[src/rtl/pixel_frame_capture.sv]
// Captures a bottom-left-first raster pixel stream into a row-major frame buffer.
// A small {address, data} FIFO absorbs write-port stalls since the stream cannot be throttled.
module pixel_frame_capture #(
    parameter int WORD_SIZE    = 8,
    parameter int IMAGE_WIDTH  = 540,
    parameter int IMAGE_HEIGHT = 360,
    parameter int SKIP_COUNT   = 0,
    parameter int FIFO_DEPTH   = 4,
    parameter int ADDR_WIDTH   = 18
) (
    input  logic                  clk,
    input  logic                  rst,
    input  logic                  start,
    input  logic                  pixelValid,
    input  logic [WORD_SIZE-1:0]  outputPixel,
    input  logic                  memReady,
    output logic                  memWe,
    output logic [ADDR_WIDTH-1:0] memAddr,
    output logic [WORD_SIZE-1:0]  memData,
    output logic                  busy,
    output logic                  frameDone,
    output logic                  overflow
);
    localparam int NUM_PIXELS = IMAGE_WIDTH * IMAGE_HEIGHT;
    localparam int COL_W      = (IMAGE_WIDTH > 1) ? $clog2(IMAGE_WIDTH) : 1;
    localparam int PIX_W      = $clog2(NUM_PIXELS + 1);
    localparam int SKIP_W     = (SKIP_COUNT > 0) ? $clog2(SKIP_COUNT + 1) : 1;
    localparam int PTR_W      = $clog2(FIFO_DEPTH);
    localparam int ENTRY_W    = ADDR_WIDTH + WORD_SIZE;

    localparam logic [COL_W-1:0]      COL_LAST   = COL_W'(IMAGE_WIDTH - 1);
    localparam logic [PIX_W-1:0]      PIX_LAST   = PIX_W'(NUM_PIXELS - 1);
    localparam logic [SKIP_W-1:0]     SKIP_LAST  = SKIP_W'((SKIP_COUNT > 0) ? SKIP_COUNT - 1 : 0);
    localparam logic [ADDR_WIDTH-1:0] ADDR_FIRST = ADDR_WIDTH'((IMAGE_HEIGHT - 1) * IMAGE_WIDTH);
    localparam logic [ADDR_WIDTH-1:0] ADDR_WRAP  = ADDR_WIDTH'(2 * IMAGE_WIDTH - 1);
    localparam logic [PTR_W:0]        ONE_ENTRY  = (PTR_W + 1)'(1);

    typedef enum logic [2:0] {IDLE, SKIP, CAPTURE, DRAIN, DONE} state_e;

    state_e                state_q, state_d;
    logic [SKIP_W-1:0]     skipCnt_q, skipCnt_d;
    logic [PIX_W-1:0]      pixCnt_q, pixCnt_d;
    logic [COL_W-1:0]      col_q, col_d;
    logic [ADDR_WIDTH-1:0] addr_q, addr_d;
    logic                  overflow_q, overflow_d;

    logic [ENTRY_W-1:0]    fifoMem_q [FIFO_DEPTH];
    logic [PTR_W:0]        wrPtr_q, rdPtr_q;
    logic [PTR_W:0]        fifoCount;
    logic [ENTRY_W-1:0]    head;
    logic                  fifoEmpty, fifoFull, push, pop, startAccept, captureValid;

    assign startAccept  = (state_q == IDLE) && start;
    assign captureValid = (state_q == CAPTURE) && pixelValid;
    assign fifoEmpty    = (wrPtr_q == rdPtr_q);
    assign fifoFull     = (wrPtr_q[PTR_W] != rdPtr_q[PTR_W]) &&
                          (wrPtr_q[PTR_W-1:0] == rdPtr_q[PTR_W-1:0]);
    assign fifoCount    = wrPtr_q - rdPtr_q;
    assign pop          = !fifoEmpty && memReady;
    // A full FIFO still takes the push when the head leaves in the same cycle.
    assign push         = captureValid && (!fifoFull || pop);
    assign head         = fifoMem_q[rdPtr_q[PTR_W-1:0]];

    always_ff @(posedge clk or negedge rst) begin
        if (!rst) begin
            state_q <= IDLE;
        end else begin
            state_q <= state_d;
        end
    end

    always_comb begin
        state_d = state_q;
        case (state_q)
            IDLE:    if (start) state_d = (SKIP_COUNT == 0) ? CAPTURE : SKIP;
            SKIP:    if (pixelValid && skipCnt_q == SKIP_LAST) state_d = CAPTURE;
            CAPTURE: if (pixelValid && pixCnt_q == PIX_LAST) state_d = DRAIN;
            DRAIN:   if (fifoEmpty || (fifoCount == ONE_ENTRY && pop)) state_d = DONE;
            DONE:    state_d = IDLE;
            default: state_d = IDLE;
        endcase
    end

    always_comb begin
        busy      = (state_q == SKIP) || (state_q == CAPTURE) || (state_q == DRAIN);
        frameDone = (state_q == DONE);
        memWe     = !fifoEmpty;
        memAddr   = '0;
        memData   = '0;
        if (!fifoEmpty) begin
            memAddr = head[ENTRY_W-1:WORD_SIZE];
            memData = head[WORD_SIZE-1:0];
        end
    end

    assign overflow = overflow_q;

    // Rows are walked bottom-up, so a row wrap steps the address back by two rows minus one.
    always_comb begin
        skipCnt_d  = skipCnt_q;
        pixCnt_d   = pixCnt_q;
        col_d      = col_q;
        addr_d     = addr_q;
        overflow_d = overflow_q;
        if (startAccept) begin
            skipCnt_d  = '0;
            pixCnt_d   = '0;
            col_d      = '0;
            addr_d     = ADDR_FIRST;
            overflow_d = 1'b0;
        end else if (state_q == SKIP && pixelValid) begin
            skipCnt_d = skipCnt_q + 1'b1;
        end else if (captureValid) begin
            pixCnt_d = pixCnt_q + 1'b1;
            if (col_q == COL_LAST) begin
                col_d  = '0;
                addr_d = addr_q - ADDR_WRAP;
            end else begin
                col_d  = col_q + 1'b1;
                addr_d = addr_q + 1'b1;
            end
            if (!push) overflow_d = 1'b1;
        end
    end

    always_ff @(posedge clk or negedge rst) begin
        if (!rst) begin
            skipCnt_q  <= '0;
            pixCnt_q   <= '0;
            col_q      <= '0;
            addr_q     <= '0;
            overflow_q <= 1'b0;
            wrPtr_q    <= '0;
            rdPtr_q    <= '0;
        end else begin
            skipCnt_q  <= skipCnt_d;
            pixCnt_q   <= pixCnt_d;
            col_q      <= col_d;
            addr_q     <= addr_d;
            overflow_q <= overflow_d;
            if (push) wrPtr_q <= wrPtr_q + 1'b1;
            if (pop)  rdPtr_q <= rdPtr_q + 1'b1;
        end
    end

    // Storage needs no reset: the pointers alone decide what is valid.
    always_ff @(posedge clk) begin
        if (push) fifoMem_q[wrPtr_q[PTR_W-1:0]] <= {addr_q, outputPixel};
    end

endmodule

[config.mk]
export PLATFORM = sky130hd
export DESIGN_NAME = pixel_frame_capture
export DESIGN_NICKNAME = d
export VERILOG_FILES = /design/src/rtl/pixel_frame_capture.sv
export SDC_FILE = /design/constraint.sdc
export NUM_CORES = 1
export LEC_CHECK = 0
export ABC_AREA = 1
export BUFFER_PORTS_ARGS = -buffer_cell sky130_fd_sc_hd__buf_2
export CORE_ASPECT_RATIO = 0.75
export CORE_MARGIN = 10
export CORE_UTILIZATION = 60
export CTS_CLUSTER_DIAMETER = 80
export CTS_CLUSTER_SIZE = 10
export DETAILED_ROUTE_END_ITERATION = 16
export PLACE_DENSITY = 0.79
export SKIP_LAST_GASP = 1
export SLEW_MARGIN = 20
export SYNTH_ARGS = -nofsm -noshare
export SYNTH_HDL_FRONTEND = slang
export SYNTH_SLANG_ARGS = --single-unit
export TNS_END_PERCENT = 1
[constraint.sdc]
create_clock -name clk -period 3.44 [get_ports clk]
set_input_delay 0.344 -clock clk [delete_from_list [all_inputs] [get_ports clk]]
set_output_delay 0.344 -clock clk [all_outputs]
set_load 0.01 [all_outputs]
; Word level (Yosys, flattened, before mapping)
; Memory sizes are Yosys's and may differ from the RTL's.
; Cells that the tools add are included.
[classes]
mux = 26
reduce_logical = 21
addsub = 8
n_eq_ne = 16
n_bitwise = 1
[op_table]
columns = op, count
row1 = 18-bit 2-to-1 mux, 8
row2 = 10-bit 2-to-1 mux, 4
row3 = 18-bit by 1-bit adder with 18-bit output (second input constant), 2
row4 = 18-bit == test (second input constant), 1
row5 = 18-bit by 11-bit subtractor with 18-bit output (second input constant), 1
row6 = 3-bit 2-to-1 mux, 4
row7 = 3-bit case mux with 4 select lines, 1
row8 = 10-bit by 1-bit adder with 10-bit output (second input constant), 1
row9 = 10-bit == test (second input constant), 1
row10 = 1-bit logical AND, 9
row11 = 1-bit 2-to-1 mux, 8
row12 = 8-bit 2-to-1 mux, 1
row13 = 2-bit inequality test (second input constant), 4
row14 = 3-bit by 1-bit adder with 3-bit output (second input constant), 2
row15 = 3-bit by 1-bit == test with 1-bit output (second input constant), 2
row16 = 3-bit by 2-bit == test with 1-bit output (second input constant), 2
row17 = 1-bit logical OR, 4
row18 = 2-bit by 1-bit inequality test with 1-bit output (second input constant), 2
row19 = 4-bit AND reduction, 1
row20 = 2-bit nonzero test, 2
row21 = 3-bit == test, 1
row22 = 3-bit == test (second input constant), 1
row23 = 3-bit logical NOT, 1
row24 = 3-bit AND reduction, 1
row25 = other kinds (7), 8
[totals]
ramBits = 104
out_inout_bits = 30
regBits = 57
memories = 1
word_cells = 81
[mem_list]
columns = name, depth, width, rd, rd_clocked_by_memory_dff, write_ports, line
row1 = fifoMem_q, 4, 26, 1, 0, 1, 47  ; logic [ENTRY_W-1:0] fifoMem_q [FIFO_DEPTH];

; Logic depth before layout (Yosys ltp)
[logic_depth]
ltp_word = 9
ltp_mapped = 14
ltp_nobuf = 14

; Least setup slack after synthesis
; Ideal clock, no wire load.
[synth_path]
path_kind = flip-flop to flip-flop
from = register rdPtr_q[1]
to = memory fifoMem_q[2][0] (netlist bit) (enable)
setup_ns = 0.409
path_slack_ns = 0.341
required_ns = 3.031
t_arrival_ns = 2.690
path_stages_with_launch = 10
path_buffers = 2
path_cell_list = dfrtp_1 buf_2 inv_2 buf_1 ha_1 nand2_1 inv_1 nand3_1 nand2_4 nor2_1
[synth_via]
elab_chain_cells = 7
[synth_rtl]
columns = item, line
row1 = start: declaration, 48  ; logic [PTR_W:0] wrPtr_q, rdPtr_q;
row2 = start signal: assignment, 142  ; if (pop) rdPtr_q <= rdPtr_q + 1'b1;
row3 = 3-bit == test or 2-bit == test (tied branches), "55, 57"
row4 = 1-bit logical NOT or 1-bit logical AND (tied branches), n/a
row5 = 1-bit logical AND or 1-bit logical NOT (tied branches), "59, 61"
row6 = 1-bit logical OR (*), 61  ; assign push = captureValid && (!fifoFull || pop);
row7 = 1-bit logical AND (*), 61
row8 = 1-bit 2-to-1 mux (*), 148  ; if (push) fifoMem_q[wrPtr_q[PTR_W-1:0]] <= {addr_q, outputPixel};
row9 = 1-bit 2-to-1 mux (implied by the code) (*), 148
row10 = end: declaration, 47
; Every way passes the cells marked *; elsewhere a longest branch is shown, timed or not.

; Worst setup path in the final report
[layout_path]
from = register rdPtr_q[0]
to = output memAddr[7]
[layout_via]
elab_chain_cells = 2
[layout_rtl]
columns = item, line
row1 = memory read 4 x 26 bit or 3-bit == test (tied branches), n/a
row2 = 18-bit 2-to-1 mux (*), 90  ; if (!fifoEmpty) begin
row3 = end: declaration, 18  ; output logic [ADDR_WIDTH-1:0] memAddr,
; Marks and branches as above.

==> impl_results.md <==
* Grt ovf at 0
* Failing checks: negative hold slack
* Die extent in y at 119.3 um
* Tcrit/Tclk final at 78.46%
* Final wirelength at 16.85 mm
* Largest delay contributor family on the critical path: buffers and inverters
* Vias post-DR at 5885
* Register area share after synthesis at 57.73%
* Max Transition Viols Final at 0
* Setup TNS Final at 0 ns
* Starting density of the core at 60.96%
* CP Data Required Time at 3.10 ns
* Pre-CTS WS at 1.087 ns
* Critical path's largest stage delay at 0.57 ns
* FF+latch count, synth at 161
* Clock tree sinks at 161
* Post-CTS sizing at 0
* Hold Crit Class: in -> async
* Max Cap Viol at 0
* Mapped cell area at 7880 um2
* Final net count at 937
* Measured slew at the worst slew-check pin at 0.7916 ns
* Iteration-0 DRC Markers at 398
* Via count of the first global-routing pass at 5637
* F_max at 370.5 MHz
* Fraction of registers with async set/reset at 35.40%
* Predominant post-synthesis flop cell: edfxtp_1
* Post-CTS setup repair buffer count at 0
* RSZ-0062 raised after global routing: no
* Most used cell, CP: nand2_1
* Num CTS Buffers at 17
* Critical Path, Cell by Cell: ha_1 > nand2_1 > inv_1 > nand2_1 > inv_2 > a21oi_1 > buf_2
* Post-synthesis average cell area at 9.206 um2
* Layout cells sized above 1 at 11.91%
* WP data arrival at 2.35 ns
* Final min period at 2.699 ns
* Netlist cell types at 42
* I/O pin cnt at 43
* ANT nets after route at 0
* Yosys top cell area share at 39.63%
* WP buf/inv at 3
* Ant. Diodes at 0
* Wire per inst at 15.52 um
* Status: finished, violations left
* Fin Hold WS at -0.005241 ns
* DIE AREA at 18170 um2
* Hold Buf Count CTS at 0
* CP Capture Type: output port
* P&R area growth vs syn at 12.11%
* Port buffer count at 42
* Clk Latency, worst-skew pair at 0.44 ns
* Area leader, netlist: edfxtp_1
* CP max-delay cell: dfrtp_1
* Final Hold Fails at 11
* Clock transition at path regs at 0.07 ns
* Synth top area cells: edfxtp_1 40%, dfrtp_1 18%, nor2_1 7.6%
* Cell count after synthesis at 856
* Post-synth EDFFs at 104
* Most common library cells after synthesis: 160 x nor2_1, 149 x nand2_1, 104 x edfxtp_1
* Largest net degree at the start of global routing at 47
* Syn_nets at 891
* DRC at 0
* CTS tree: done
* Pre-Repair DR Iteration Count at 5
* DPL Wire Length at 11.13 mm
* Register area at 4549 um2
* Area occupied by multi-input gates at 2850 um2
* Root Buffer: clkbuf_16
* Clock Skews at 0.01431 ns
* Synth Warn # at 0
* Slew HR at 47.23%
* Global placement routability congestion at 0.9409
* Core area at 12930 um2
* H-tree levels at 4
* Die Wd at 152.3 um
* Post-layout util at 68.34%
* Post-route total power at 7.147 mW
* Critical path type: reg -> out
* Total GRT Usage at 18.84%
* Worst setup margin at 0.7411 ns
* Avg Vias per Cell at 5.419
* Site Rows at 36
* Clock buffer depth at 2
* Initial antenna violation count at 0
* Layout fillers at 941
* Final Setup Violations at 0
* Peak VDD IR at 0.8237 mV
* Global-route wire length before repair at 28.16 mm
* PwrDens at 809.0 nW/um2
* Leakage power at 3.771 nW
* CP max FO at 26
* Most frequent cell after synthesis: nor2_1
* Setup crit start kind: flop
[cell usage in the layout, fill, tap and decap left out, drive strengths merged, types with 10 or more instances in the layout]
master and n:
nand3 41, buf 53, clkbuf 17, edfxtp 104, inv 99, nor3 21
ha 21, a21oi 56, nor2 163, nand2 154, o21ai 79, dfrtp 57
xor2 10
[layer usage]
layer  vias to the layer above  share of wire, %  track usage, %
li1                       2955                 -               -
met1                      2742                47           26.00
met2                       170                46           29.02
met3                        18               6.4           4.351
met4                         0               1.1           5.822
met5                         -                 0               0
[final cells by class]
class                           count  area share (%)
Clock buffer                       17           4.815
Clock inverter                     15           1.813
Inverter                           91           3.880
Multi-Input combinational cell    578           32.26
Sequential cell                   161           51.49
Tap cell                          171           2.422
Timing Repair Buffer               53           3.314
[per-stage QoR]
stage               instance area, um2  std cells
finish                            8835       1086
global route                      8835       1086
CTS                               8835       1086
detailed placement                8249       1054
global placement                  8249       1054
floorplan                         7880        856
[power by group]
part	switching (mW)	total (mW)	internal [mW]
logic	1.75	2.61	0.865
registers	0.263	2.69	2.43
clock network	0.872	1.84	0.971
[kinds of logic (layout without fill, tap and decap cells)]
family,count (synthesis),count (layout),synth area share [%]
fa+ha+maj,22,22,3.588
flops,161,161,57.73
xor+xnor,14,14,1.556
buf+inv,117,176,6.192
simple gates,394,394,20.97
compound gates,148,148,9.956
[flip-flops by register name, summed over array words and instances, names as in the netlist]
register   flops
wrPtr_q        3
skipCnt_q      1
rdPtr_q        3
fifoMem_q    104
pixCnt_q      18
addr_q        18
overflow       1
col_q         10
state_q        3
[worst paths after layout]
check	slack [ns]	cells after the start	from	to
min reg2reg	0.51	2	overflow$_DFFE_PN0P_	overflow$_DFFE_PN0P_
max	0.74	7	rdPtr_q[0]$_DFFE_PN0P_	memAddr[7]
max reg2reg	1.03	15	col_q[1]$_DFFE_PN0P_	addr_q[17]$_DFFE_PN0P_
max in group asynchronous	2.61	2	rst	addr_q[16]$_DFFE_PN0P_
min	-0.005	1	rst	col_q[3]$_DFFE_PN0P_
min in group clk	0.12	1	outputPixel[0]	fifoMem_q[0][0]$_DFFE_PP_
Power figures use the tool's default switching activity.
